### config.mk
export PLATFORM = sky130hd
export DESIGN_NAME = wb_arbiter
export DESIGN_NICKNAME = d
export VERILOG_FILES = /design/src/rtl/wb_arbiter.sv
export SDC_FILE = /design/constraint.sdc
export NUM_CORES = 1
export LEC_CHECK = 0
export ABC_CLOCK_PERIOD_IN_PS = 2700
export CELL_PAD_IN_SITES_DETAIL_PLACEMENT = 1
export CELL_PAD_IN_SITES_GLOBAL_PLACEMENT = 2
export CORE_ASPECT_RATIO = 0.5
export CORE_MARGIN = 3
export CORE_UTILIZATION = 32
export CTS_CLUSTER_SIZE = 8
export DETAILED_ROUTE_END_ITERATION = 8
export PLACE_DENSITY = 0.76
export SLEW_MARGIN = 30
export SYNTH_ARGS = -nofsm -noshare
export SYNTH_HDL_FRONTEND = slang
export SYNTH_SLANG_ARGS = --single-unit
### constraint.sdc
create_clock -name clk -period 2.7 [get_ports clk]
set_clock_uncertainty 0.1 [all_clocks]
set_input_delay 0.27 -clock clk [delete_from_list [all_inputs] [get_ports clk]]
set_output_delay 0.27 -clock clk [all_outputs]
set_load 0.01 [all_outputs]
### src/rtl/wb_arbiter.sv
// Writeback arbiter: buffers execute (1-entry skid) and load (2-entry FIFO) results,
// drives one registered register-file write per cycle and tracks pending writes.
module wb_arbiter #(
    parameter int MEM_BURST_MAX = 3
) (
    input  logic        clk,
    input  logic        rst_n,
    input  logic        ex_valid_i,
    output logic        ex_ready_o,
    input  logic [3:0]  ex_idx_i,
    input  logic [31:0] ex_data_i,
    input  logic [1:0]  ex_scope_i,
    input  logic        mem_valid_i,
    output logic        mem_ready_o,
    input  logic [3:0]  mem_idx_i,
    input  logic [31:0] mem_data_i,
    input  logic [1:0]  mem_scope_i,
    input  logic        issue_set_i,
    input  logic [3:0]  issue_idx_i,
    output logic [15:0] busy_o,
    output logic [3:0]  reg_w_idx_o,
    output logic [31:0] wdata_o,
    output logic        wen_o,
    output logic [1:0]  wr_scope_o
);

    localparam logic [2:0] BURST_MAX = 3'(MEM_BURST_MAX);

    // Handshakes: a source transfers on an edge where valid & ready are both high.
    // Ready depends only on local buffer occupancy and rst_n, never on valid.
    logic        ex_full;
    logic [3:0]  ex_idx_q;
    logic [31:0] ex_data_q;
    logic [1:0]  ex_scope_q;

    logic [3:0]  mem_idx_q   [2];
    logic [31:0] mem_data_q  [2];
    logic [1:0]  mem_scope_q [2];
    logic        mem_rd_ptr;
    logic        mem_wr_ptr;
    logic [1:0]  mem_count;

    logic [2:0]  streak;
    logic        out_valid;

    logic        ex_push;
    logic        mem_push;
    logic        mem_nonempty;
    logic        grant_ex;
    logic        grant_mem;
    logic [3:0]  sel_idx;
    logic [31:0] sel_data;
    logic [1:0]  sel_scope;
    logic [15:0] busy_next;

    assign ex_ready_o   = rst_n & ~ex_full;
    assign mem_ready_o  = rst_n & (mem_count < 2'd2);
    assign ex_push      = ex_valid_i & ex_ready_o;
    assign mem_push     = mem_valid_i & mem_ready_o;
    assign mem_nonempty = (mem_count != 2'd0);

    // Memory is favoured until it has taken BURST_MAX grants over a waiting ex entry.
    always_comb begin
        grant_ex  = 1'b0;
        grant_mem = 1'b0;
        if (ex_full && mem_nonempty) begin
            if (streak == BURST_MAX) grant_ex = 1'b1;
            else                     grant_mem = 1'b1;
        end else if (ex_full) begin
            grant_ex = 1'b1;
        end else if (mem_nonempty) begin
            grant_mem = 1'b1;
        end
    end

    always_comb begin
        sel_idx   = ex_idx_q;
        sel_data  = ex_data_q;
        sel_scope = ex_scope_q;
        if (grant_mem) begin
            sel_idx   = mem_idx_q[mem_rd_ptr];
            sel_data  = mem_data_q[mem_rd_ptr];
            sel_scope = mem_scope_q[mem_rd_ptr];
        end
    end

    // A set in the same cycle as the clear of that index must win, so it is applied last.
    always_comb begin
        busy_next = busy_o;
        if (out_valid)   busy_next[reg_w_idx_o] = 1'b0;
        if (issue_set_i) busy_next[issue_idx_i] = 1'b1;
    end

    always_ff @(posedge clk) begin
        if (mem_push) begin
            mem_idx_q[mem_wr_ptr]   <= mem_idx_i;
            mem_data_q[mem_wr_ptr]  <= mem_data_i;
            mem_scope_q[mem_wr_ptr] <= mem_scope_i;
        end
        if (ex_push) begin
            ex_idx_q   <= ex_idx_i;
            ex_data_q  <= ex_data_i;
            ex_scope_q <= ex_scope_i;
        end
    end

    always_ff @(posedge clk) begin
        if (!rst_n) begin
            ex_full     <= 1'b0;
            mem_rd_ptr  <= 1'b0;
            mem_wr_ptr  <= 1'b0;
            mem_count   <= 2'd0;
            streak      <= 3'd0;
            out_valid   <= 1'b0;
            wen_o       <= 1'b0;
            reg_w_idx_o <= 4'd0;
            wdata_o     <= 32'd0;
            wr_scope_o  <= 2'd0;
            busy_o      <= 16'd0;
        end else begin
            // ex_push requires an empty slot and grant_ex a full one, so they never collide.
            if (grant_ex) ex_full <= 1'b0;
            if (ex_push)  ex_full <= 1'b1;

            if (mem_push)  mem_wr_ptr <= ~mem_wr_ptr;
            if (grant_mem) mem_rd_ptr <= ~mem_rd_ptr;
            mem_count <= mem_count + {1'b0, mem_push} - {1'b0, grant_mem};

            if (grant_ex) begin
                streak <= 3'd0;
            end else if (grant_mem) begin
                if (!ex_full)                streak <= 3'd0;
                else if (streak < BURST_MAX) streak <= streak + 3'd1;
            end

            out_valid <= grant_ex | grant_mem;
            wen_o     <= (grant_ex | grant_mem) & (sel_scope != 2'b00);
            if (grant_ex | grant_mem) begin
                reg_w_idx_o <= sel_idx;
                wdata_o     <= sel_data;
                wr_scope_o  <= sel_scope;
            end

            busy_o <= busy_next;
        end
    end

endmodule
# --- Yosys cells after proc, flatten, opt, wreduce, memory -nomap -nowiden ---
# Memories as Yosys holds them, arrays and structs flattened. A register that Yosys moved wholly into a read port is not among the register bits.
# Cells that the tools add are included.
# W data, S select, Z words.
totals:
  mem_bits_rw: 76
  word_cells: 77
  in_bits: 85
  reg_bits: 102
  out_inout_bits: 57
  memories: 3
op_classes:
  muxes: 28
  magnitude_cmp: 6
  eq_ne: 2
  reduce_logical: 8
  n_bitwise: 13
  n_addsub: 3
mem_list:
  columns: ["memory", "depth", "word_bits", "rd", "rd_clocked_by_memory_dff", "wr", "line_no", "source"]
  rows:
  - ["mem_data_q", 2, 32, 1, 1, 1, "37", "logic [31:0] mem_data_q [2];"]
  - ["mem_idx_q", 2, 4, 1, 1, 1, "36", "logic [3:0] mem_idx_q [2];"]
  - ["mem_scope_q", 2, 2, 1, 1, 1, "38", "logic [1:0] mem_scope_q [2];"]
ops:
  columns: ["op", "count"]
  rows:
  - ["$mux W16", 2]
  - ["$mux W32", 1]
  - ["$mux W1", 19]
  - ["$and A16 B16 Y16", 1]
  - ["$not A16 Y16", 1]
  - ["$or A16 B16 Y16", 1]
  - ["$lt A4 B5 Y1 const B", 2]
  - ["$demux W1 S4", 2]
  - ["$ge A4 B1 Y1 const B", 2]
  - ["$mux W3", 2]
  - ["$reduce_bool A2 Y1", 3]
  - ["$and A1 B1 Y1", 5]
  - ["$mux W4", 1]
  - ["$not A1 Y1", 4]
  - ["$add A3 B1 Y3 const B", 1]
  - ["$eq A3 B2 Y1 const B", 1]
  - ["$logic_and A1 B1 Y1", 3]
  - ["$lt A3 B2 Y1 const B", 1]
  - ["$add A2 B1 Y2", 1]
  - ["$lt A2 B2 Y1 const B", 1]
  - ["$mux W2", 1]
  - ["$ne A2 B1 Y1 const B", 1]
  - ["$reduce_and A2 Y1", 1]
  - ["$reduce_or A2 Y1", 1]
  - ["other kinds (2)", 2]

# --- Longest topological paths before layout ---
# Gate-level depths: netlist (run 1).
logic_depth:
  word_depth: 9
  ltp_mapped: 8

# --- Worst setup path before layout (run 1) ---
# Ideal clock, no wire load.
synth_timing:
  path_kind: "flip-flop to flip-flop"
  from: "register mem_count[1]"
  to: "memory mem_data_q[0][0] (enable)"
  t_arrival_ps: 2506
  slack_ps: -339
  stages_incl_launch_ff: 5
  t_required_ps: 2167
  cell_sequence: "dfxtp_1 -> buf_4 -> nor2b_1 -> nand2_1 -> nor2_1"
synth_via:
  elab_chain_cells: 5
synth_lines:
  columns: ["item", "line_no", "source"]
  rows:
  - ["start: declaration", "41", "logic [1:0] mem_count;"]
  - ["start signal: assignment", "127", "mem_count <= mem_count + {1'b0, mem_push} - {1'b0, grant_mem};"]
  - ["$lt A2 B2 Y1", "57", "assign mem_ready_o = rst_n & (mem_count < 2'd2);"]
  - ["$and A1 B1 Y1", "57", null]
  - ["via mem_ready_o", "14", "output logic mem_ready_o,"]
  - ["$and A1 B1 Y1", "59", "assign mem_push = mem_valid_i & mem_ready_o;"]
  - ["$mux W1", "95", "if (mem_push) begin"]
  - ["$mux W1 (not written as such)", "97", "mem_data_q[mem_wr_ptr] <= mem_data_i;"]
  - ["end: declaration", "37", null]
# The timed path passes the listed nets, and every way through them passes these cells.

# --- Worst setup path in the final report (run 1) ---
layout_timing:
  from: "register mem_count[1]"
  to: "output port mem_ready_o"
layout_via:
  elab_chain_cells: 2
layout_lines:
  columns: ["item", "line_no"]
  rows:
  - ["$lt A2 B2 Y1", "57"]
  - ["$and A1 B1 Y1", "57"]
  - ["end: declaration", "14"]
# Every way passes these cells.

==> summary.txt, run 1 <==
Clock tree
  • Worst skew pair latency: 0.42 ns
  • Root buf cell: clkbuf_16
  • Clock-pin slew on the worst setup and hold paths: 0.07 ns
  • CTS tree: yes
  • Setup bufs post-CTS: 0
  • Cts hold-fix bufs: 0
  • Htree depth: 4
  • CTS Sinks: around 180
  • Total CTS buffers: 17
  • CTS resizes: 0
  • CTS max path bufs: 2

Setup path
  • Worst setup SP type: flip-flop
  • Data arrival, critical path: ~1.8 ns
  • R2R depth: 7
  • Reg2reg end: mem_count[0]
  • Reg2Reg Launch Point: streak[0]
  • Crit-path slowest cell: dfxtp_1
  • Reg2Reg Setup Slack: 0.62 ns
  • CP Cell Sequence: nor2b_1 > clkdlybuf4s50_1
  • Crit path max fanout: 12
  • Worst path required time: around 2.3 ns
  • Crit. End Element: primary output
  • Max incr delay on CP: 0.71 ns
  • Crit Path Class: flip-flop to primary output

Timing
  • Final Worst Setup Slack: 0.512 ns
  • Fmax achieved: 457 MHz
  • Final slew viol count: 0
  • Final Hold Viols: 0
  • RSZ-0062 raised after global routing: no
  • Slew @ Worst Pin: 0.674 ns
  • Slew headroom: 0.551
  • Tmin final: 2.19 ns
  • Setup TNS: 0 ns
  • Setup Viol. Count Final: 0
  • Final period utilization: 0.810

Drt
  • Final ANT Viol Nets: 0
  • Post-DR wirelength/cell: 18.0 um
  • Starting DRT DRC Count: 177
  • DRC: 0
  • Via count: 4210
  • DRT Pass-1 Iters: 6
  • Vias/cell: about 4.6
  • Post-Route WL: between 15000 and 20000 um

Pwr
  • Comb power frac: 0.280
  • Clock power share: 0.301
  • Max VDD drop: approximately 0.5 mV
  • Switching part of the total: 0.307
  • Total power draw: 8.49 mW
  • Power density over the cells: 922 mW/mm^2
  • Lkg Pwr: 3.14 nW
  • Sw power: 2.61 mW
  • Internal Power: 5.89 mW
  • Flop pwr share: 0.419

Floorplan
  • Row cnt: 37
  • DIE HEIGHT: around 110 um
  • Initial Utilization: 0.330
  • Core area: 0.0207 mm^2
  • Total I/O pin count: 142
  • Full die area: 0.0233 mm^2
  • Width of the die: around 210 um

Cells and area
  • Area grow syn2layout: 34.8%
  • ANT cells: 0
  • Layout cells sized above 1: 0.148
  • Cell area after layout: 0.00921 mm^2
  • Number of nets in the layout: 710
  • Fill count: 2121

Yosys
  • Count of cell types in the netlist: 43
  • Post-synthesis async set-or-reset flop share: 0
  • Gate Count Post-Synth: around 470
  • Post-synth EDFFs: 114
  • Syn nets: 561
  • FF+latch count, synth: 179
  • Seq/Total Area, Yosys: 0.691
  • Ys flop type: edfxtp_1
  • Yosys warnings: 0
  • Syn avg cell area: 14.5 um^2
  • Mapped Area: 0.00683 mm^2

Place
  • Placed cell area: between 0.008 and 0.009 mm^2
  • Dpl ws: 0.649 ns
  • Number of port buffers: 141
  • Half-perimeter wire length after placement: 10800 um
  • Gpl congestion: 0.732

GRT
  • First-pass GRT wire length: 25300 um
  • Initial antenna violation count: 0
  • Global-route usage over all layers: 0.143
  • Grt ovf: 0
  • Largest net degree at the start of global routing: 39
  • Vias in the first global route: between 4000 and 5000

Min path
  • Hold WC Path Type: input port to flip-flop
  • Hold Crit Depth: 1
  • Hold wc startpoint: ex_data_i[3]
  • Hold Path End: ex_data_q[3]

Run
  • Max cap viols: 0

Outcome
  • Status: finished, final reports clean
[Yosys cell counts, types with 5 or more instances]
library cell | instances | area [um^2]
inv_1 | 5 | 18.8
o21ai_0 | 18 | 90.1
a21boi_0 | 17 | 128
buf_6 | 7 | 78.8
nor2b_1 | 6 | 37.5
dfxtp_1 | 65 | 1300
mux2i_1 | 41 | 410
o21ai_1 | 37 | 185
nand2_1 | 54 | 203
and2_1 | 5 | 31.3
nor2_1 | 5 | 18.8
edfxtp_1 | 114 | 3420
mux2_2 | 38 | 428
[how the worst max path moves through the flow]
stage	from	end	slack, ns	cells after the start
detailed placement	streak[0]	mem_count[0]	0.65	7
global placement	streak[0]	mem_count[0]	0.68	7
CTS	mem_count[1]	mem_ready_o	0.47	2
floorplan	mem_count[1]	mem_data_q[0][0]	0.28	4
finish	mem_count[1]	mem_ready_o	0.51	2
global route	mem_count[1]	mem_ready_o	0.39	2
[state kept, by name, indices dropped and copies added, names as in the netlist, named ones only]
register / cells
wr_scope_o: 2
ex_full: 1
ex_data_q: 32
out_valid: 1
mem_wr_ptr: 1
ex_scope_q: 2
reg_w_idx_o: 4
busy_o: 16
mem_idx_q: 8
mem_scope_q: 4
mem_count: 2
mem_rd_ptr: 1
ex_idx_q: 4
wen_o: 1
mem_data_q: 64
wdata_o: 32
streak: 3
[layout make-up]
class | count | area, um^2 | share of cell area
repair buffers | 152 | 1540 | 0.168
clock inverters | 15 | 205 | 0.0223
inverters | 5 | 18.8 | 0.00204
multi-input cells | 266 | 1950 | 0.212
well taps | 273 | 342 | 0.0371
clock buffers | 17 | 425 | 0.0462
flip-flops and latches | 179 | 4730 | 0.513
[worst max-delay path, delay by kind of cell (launching register included)]
family,cells,cell delay [ns]
simple gates,1,0.16
buf+inv,1,0.53
flops,1,0.71
[layout by cell type (no fill, tap or decap), drive strengths merged, types with 4 or more instances in the layout]
cell,Yosys,final
clkdlybuf4s50,0,141
edfxtp,114,114
dfxtp,65,65
o21ai,55,55
nand2,54,54
mux2i,41,41
mux2,38,38
a21boi,17,17
clkbuf,8,17
inv,5,12
buf,14,11
clkinv,0,7
nor2b,6,6
and2,5,5
nor2,5,5
nand2b,4,4
ha,4,4
[power by group through the flow]
| stage | clock network, mW | logic [mW] | registers (mW) |
|---|---|---|---|
| 6_report | 2.56 | 2.38 | 3.56 |
| 5_1_grt | 2.75 | 2.59 | 3.62 |
| 3_3_place_gp | 0 | 2.37 | 3.62 |
| 2_1_floorplan | 0 | 1.45 | 3.62 |
| 3_5_place_dp | 0 | 2.41 | 3.63 |
| 4_1_cts | 2.63 | 2.43 | 3.57 |
[through the flow]
stage | instances | hold slack, ns | utilization
after floorplan | 472 | 0.269 | -
after global placement | 875 | 0.339 | 0.414
after detailed placement | 875 | 0.344 | 0.414
after CTS | 907 | 0.285 | 0.444
after global routing | 907 | 0.276 | 0.444
final | 907 | 0.301 | 0.444
[cells by family (layout without fill, tap and decap cells)]
group	Yosys count	in the layout	synth area share
AO/OA/AOI/OAI	86	86	0.0800
XOR/XNOR	4	4	0.00513
adder cells (fa/ha/maj)	4	4	0.00732
buffers and inverters	27	189	0.0256
flip-flops	179	179	0.691
multiplexers	79	79	0.123
AND/OR/NAND/NOR	93	93	0.0679
[routing by layer]
metal / track usage / share of wire
met4: 0.0351 / 0.0090
met3: 0.0282 / 0.026
met1: 0.177 / 0.45
met2: 0.260 / 0.52
met5: 0 / 0
No activity file was read; power rests on OpenSTA's default activity.
==> run 2: changes to the inputs <==
--- a/config.mk
+++ b/config.mk
@@ -5,15 +5,15 @@
 export SDC_FILE = /design/constraint.sdc
 export NUM_CORES = 1
 export LEC_CHECK = 0
-export ABC_CLOCK_PERIOD_IN_PS = 2700
+export ABC_CLOCK_PERIOD_IN_PS = 2200
 export CELL_PAD_IN_SITES_DETAIL_PLACEMENT = 1
 export CELL_PAD_IN_SITES_GLOBAL_PLACEMENT = 2
 export CORE_ASPECT_RATIO = 0.5
 export CORE_MARGIN = 3
-export CORE_UTILIZATION = 32
+export CORE_UTILIZATION = 35
 export CTS_CLUSTER_SIZE = 8
 export DETAILED_ROUTE_END_ITERATION = 8
-export PLACE_DENSITY = 0.76
+export PLACE_DENSITY = 0.79
 export SLEW_MARGIN = 30
 export SYNTH_ARGS = -nofsm -noshare
 export SYNTH_HDL_FRONTEND = slang
==> constraint.sdc (replaced) <==
create_clock -name clk -period 2.2 [get_ports clk]
set_clock_uncertainty 0.1 [all_clocks]
set_input_delay 0.22 -clock clk [delete_from_list [all_inputs] [get_ports clk]]
set_output_delay 0.22 -clock clk [all_outputs]
set_load 0.01 [all_outputs]
==> run 2 against run 1 <==
Via count grew 0.67%; first-iteration DRC count shrank 12%; combinational power grew 23%; sequential power grew 24%; non-clock buffer count grew 3; sequential share of layout area shrank 0.25 points; clock-buffer cell count is the same; die area shrank 8.2%; core utilization grew 4.9 points; sequential cell count is the same; routed wire length shrank 1.4%; critical path type unchanged.
==> summary.txt, run 2 (synthesis gave the netlist of run 1 again) <==
Cells and area
  • Commonest non-fill, non-tap cells in the layout: clkdlybuf4s50_1, edfxtp_1, dfxtp_1
  • ANT cells: 0
  • Number of nets in the layout: 713
  • Register area: 0.00473 mm^2
  • Final non-filler cell total: 896
  • Top reg by flops: mem_data_q
  • Top flop regs: mem_data_q x64, ex_data_q x32, wdata_o x32
  • Number of flip-flops in the largest register: 64
  • Area used by multi-input combinational logic: 0.00196 mm^2
  • Cell area after layout: 0.00926 mm^2
  • Final Util: 0.493
  • Fill count: 1858
  • Layout cells sized above 1: 0.155
  • Commonest non-fill, non-tap cell in the layout: clkdlybuf4s50_1
  • Area grow syn2layout: 35.5%

Drt
  • DRC: 0
  • DRT Pass-1 Iters: 4
  • Post-DR wirelength/cell: 18.0 um
  • Post-Route WL: 16100 um
  • Final ANT Viol Nets: 0
  • Via count: about 4200
  • Vias/cell: ~4.7
  • Starting DRT DRC Count: approximately 160

Setup path
  • Reg2Reg Launch Point: streak[0]
  • Crit Path Class: flip-flop to primary output
  • Worst setup SP type: flip-flop
  • Data arrival, critical path: 1.70 ns
  • Crit. End Element: primary output
  • Crit path max fanout: 9
  • Reg2reg end: reg_w_idx_o[3]
  • Worst path required time: 1.88 ns
  • CP Launch Point: ex_full
  • R2R depth: 6
  • Crit-path slowest cell: clkdlybuf4s50_1
  • CP Cell Sequence: nor2b_1 > clkdlybuf4s50_1
  • Max incr delay on CP: roughly 0.59 ns
  • Reg2Reg Setup Slack: roughly 0.28 ns

Outcome
  • Status: finished, final reports clean

GRT
  • Global-route usage over all layers: 0.157
  • Grt ovf: 0
  • Initial antenna violation count: 0
  • First-pass GRT wire length: ~26000 um
  • Largest net degree at the start of global routing: 39
  • Vias in the first global route: around 4600

Timing
  • Slew headroom: 0.523
  • Final Hold Viols: 0
  • Fmax achieved: 495 MHz
  • Worst Hold Slack: 0.246 ns
  • Slew @ Worst Pin: 0.715 ns
  • RSZ-0062 raised after global routing: no
  • Setup Viol. Count Final: 0
  • Final slew viol count: 0
  • Tmin final: 2.02 ns
  • Setup TNS: 0 ns
  • Final period utilization: 0.919
  • Final Worst Setup Slack: ~0.18 ns

Floorplan
  • Initial Utilization: 0.364
  • Row cnt: 35
  • Core area: 0.0188 mm^2
  • DIE HEIGHT: 105 um
  • Total I/O pin count: 142
  • Width of the die: 204 um
  • Full die area: around 0.021 mm^2

Min path
  • Hold WC Path Type: input port to flip-flop
  • Hold wc startpoint: ex_data_i[22]
  • Hold Path End: ex_data_q[22]
  • Hold Crit Depth: 1

Place
  • Gpl congestion: between 0.7 and 0.8
  • Placed cell area: 0.00864 mm^2
  • Dpl ws: 0.137 ns
  • Half-perimeter wire length after placement: 11000 um
  • Number of port buffers: approximately 140
  • Placed Cells: 864

Clock tree
  • CTS tree: yes
  • Clock-pin slew on the worst setup and hold paths: ~0.070 ns
  • Total CTS buffers: 17
  • Worst skew pair latency: 0.43 ns
  • Root buf cell: clkbuf_16
  • Htree depth: 4
  • Setup bufs post-CTS: 0
  • CTS max path bufs: 2
  • CTS Sinks: 179

Run
  • Max cap viols: 0

Pwr
  • Total power draw: 10.5 mW
  • Power density over the cells: 1130 mW/mm^2
  • Max VDD drop: 0.652 mV
  • Lkg Pwr: 3.17 nW
==> run 2: changes by cell type in the layout (fill, tap and decap cells not counted), sizes merged <==
cell      change
buf           +3
bufinv        +1
clkinv        -1
clkinvlp      +1
inv           -1
==> run 2: layout make-up <==
class,instances,area share
clock inverter,15,0.0209
clock buffer,17,0.0459
inverter,5,0.00203
sequential,179,0.510
timing repair buffer,155,0.175
tap,259,0.0350
multi-input combinational,266,0.211
==> run 2: worst max-delay path by stage <==
stage / to / slack (ns) / cells after the start
finish: ex_ready_o / 0.18 / 2
global route: ex_ready_o / 0.09 / 2
CTS: mem_ready_o / 0.04 / 2
detailed placement: mem_count[1] / 0.14 / 7
global placement: mem_data_q[0][14] / 0.21 / 5
floorplan: ex_data_q[0] / 0.05 / 3
==> run 2: power by group <==
part | switching (mW) | internal, mW
registers | 0.350 | 4.05
logic | 1.36 | 1.57
clock network | 1.42 | 1.73
==> run 2: metal layers <==
metal  up-vias  GRT usage  share of wire  routed length [um]
met5         -          0              0                   0
met4         0     0.0437          0.011                 176
met3        14     0.0327          0.025                 396
met2        63      0.269           0.50                8090
met1      2115      0.203           0.46                7470
li1       2046          -              -                   -
==> run 2: worst max-delay path: cells and delay by family (launching register included) <==
family / cells / cell delay, ns
buffers and inverters: 1 / 0.59
DFF: 1 / 0.43
and+or+nand+nor: 1 / 0.26
==> run 2: timing repair <==
action	4_1_cts	5_1_grt
gates resized for setup	1	1
endpoints found under the setup margin	1	1
hold buffers	0	0
==> run 3: changes to the inputs <==
--- a/config.mk
+++ b/config.mk
@@ -6,14 +6,13 @@
 export NUM_CORES = 1
 export LEC_CHECK = 0
 export ABC_CLOCK_PERIOD_IN_PS = 2200
-export CELL_PAD_IN_SITES_DETAIL_PLACEMENT = 1
-export CELL_PAD_IN_SITES_GLOBAL_PLACEMENT = 2
 export CORE_ASPECT_RATIO = 0.5
 export CORE_MARGIN = 3
-export CORE_UTILIZATION = 35
+export CORE_UTILIZATION = 45
 export CTS_CLUSTER_SIZE = 8
 export DETAILED_ROUTE_END_ITERATION = 8
-export PLACE_DENSITY = 0.79
+export PLACE_DENSITY = 0.72
+export RECOVER_POWER = 50
 export SLEW_MARGIN = 30
 export SYNTH_ARGS = -nofsm -noshare
 export SYNTH_HDL_FRONTEND = slang
==> run 3 against run 2 <==
Clock power fell by 6.3%; final cell count fell by 5.8%; die area fell by 21%; clock-buffer cell count rose by 1; cell area fell by 1.2%; first-iteration DRC count rose by 49%; sequential cell count did not move; fmax fell by 2.9%; power fell by 2.4%; critical path type is now input port to primary output; register-to-register slack got worse by 0.07 ns; highest routed layer unchanged.
==> summary.txt, run 3 (synthesis gave the netlist of run 1 again) <==
GRT
  • Grt ovf: 0
  • Largest net degree at the start of global routing: 27
  • Vias in the first global route: 4352
  • First-pass GRT wire length: around 23000 um
  • Initial antenna violation count: 0
  • Global-route usage over all layers: 0.175

Drt
  • Final ANT Viol Nets: 0
  • Post-DR wirelength/cell: 17.0 um
  • Vias/cell: 5.05
  • Post-Route WL: 14400 um
  • DRT Pass-1 Iters: 4
  • Starting DRT DRC Count: 231
  • Via count: between 4000 and 5000
  • DRC: 0

Cells and area
  • Top reg by flops: mem_data_q
  • Commonest non-fill, non-tap cell in the layout: edfxtp_1
  • Area grow syn2layout: 33.9%
  • Top flop regs: mem_data_q x64, ex_data_q x32, wdata_o x32
  • Fill count: 1130
  • Commonest non-fill, non-tap cells in the layout: edfxtp_1, dlygate4sd3_1, dfxtp_1
  • Layout cells sized above 1: 0.158
  • Number of nets in the layout: about 720
  • Final Util: 0.624
  • Number of flip-flops in the largest register: 64
  • Final non-filler cell total: 844
  • ANT cells: 0

Floorplan
  • Width of the die: 180 um
  • Core area: 0.0147 mm^2
  • DIE HEIGHT: just over 90 um
  • Total I/O pin count: ~140
  • Row cnt: 31
  • Initial Utilization: 0.466
  • Full die area: 0.0168 mm^2

Clock tree
  • Worst skew pair latency: around 0.42 ns
  • CTS max path bufs: 2
  • Root buf cell: clkbuf_16
  • Htree depth: 4
  • CTS tree: yes
  • Setup bufs post-CTS: 0
  • CTS Sinks: approximately 180
  • Total CTS buffers: 17
  • Clock-pin slew on the worst setup and hold paths: ~0.080 ns

Timing
  • RSZ-0062 raised after global routing: no
  • Final Worst Setup Slack: 0.118 ns
  • Final Hold Viols: 0
  • Setup Viol. Count Final: 0
  • Tmin final: approximately 2.1 ns
  • Slew headroom: 0.252
  • Fmax achieved: 480 MHz
  • Final period utilization: 0.946
  • Final slew viol count: 0
  • Slew @ Worst Pin: 1.11 ns
  • Setup TNS: 0 ns

Setup path
  • Crit. End Element: primary output
  • Worst path required time: about 1.9 ns
  • Crit path max fanout: 9
  • Crit Path Class: input port to primary output
  • Data arrival, critical path: 1.76 ns
  • Worst setup SP type: input port

Pwr
  • Max VDD drop: 0.546 mV
  • Lkg Pwr: 3.21 nW
  • Power density over the cells: 1120 mW/mm^2

Place
  • Gpl congestion: 0.825
  • Placed Cells: around 800
  • Number of port buffers: 141
  • Dpl ws: 0.170 ns
  • Half-perimeter wire length after placement: between 10000 and 15000 um

Min path
  • Hold WC Path Type: input port to flip-flop

Run
  • Max cap viols: 0

Outcome
  • Status: finished, final reports clean
-- run 3: cell count changes in the layout (fill, tap and decap cells not counted), sizes merged --
cell           previous run  this run
buf                      14        20
bufinv                    2         0
clkbuf                   17        21
clkdlybuf4s50           141        62
clkinv                    6         8
clkinvlp                  1         0
dlygate4sd3               0        79
-- run 3: timing repair --
| item | 4_1_cts | 5_1_grt |
|---|---|---|
| gates resized for setup | 0 | 1 |
| endpoints found under the setup margin | 0 | 1 |
| hold buffers | 0 | 0 |
-- run 3: where the power goes --
group,switching (mW),internal [mW]
sequential,0.242,4.05
clock,1.41,1.53
combinational,1.43,1.56
total,3.08,7.14
-- run 3: worst paths after layout --
path                  from            end  slack, ns  cells past startpoint
min reg2reg     wdata_o[9]     wdata_o[9]       0.35                      2
min          ex_data_i[18]  ex_data_q[18]       0.31                      1
max                  rst_n     ex_ready_o       0.12                      4
max reg2reg        ex_full    wdata_o[31]       0.21                      4
-- run 3: critical path, stage by stage --
cell	delay, ns
dlygate4sd3_1	0.62
buf_4	0.19
nor2b_1	0.18
clkdlybuf4s50_1	0.55
-- run 3: layout make-up --
cell class | count | area (um^2) | area share
inverter | 5 | 18.8 | 0.00205
timing repair buffer | 164 | 1630 | 0.179
multi-input combinational | 266 | 1930 | 0.211
clock buffer | 18 | 429 | 0.0469
clock inverter | 14 | 165 | 0.0180
sequential | 179 | 4730 | 0.516
tap | 198 | 248 | 0.0271
-- run 3: through the flow --
step                hold slack [ns]  total power [mW]  cell area [um^2]
CTS                           0.228              10.4              9220
detailed placement            0.341              7.43              8620
global route                  0.299              10.7              9150
finish                        0.312              10.2              9150
floorplan                     0.219              6.23              6840
global placement              0.341              7.37              8600
-- run 3: layer usage --
metal	routed length (um)	GRT usage
met1	6430	0.217
met2	7140	0.308
met4	234	0.0625
met5	0	0
met3	562	0.0389
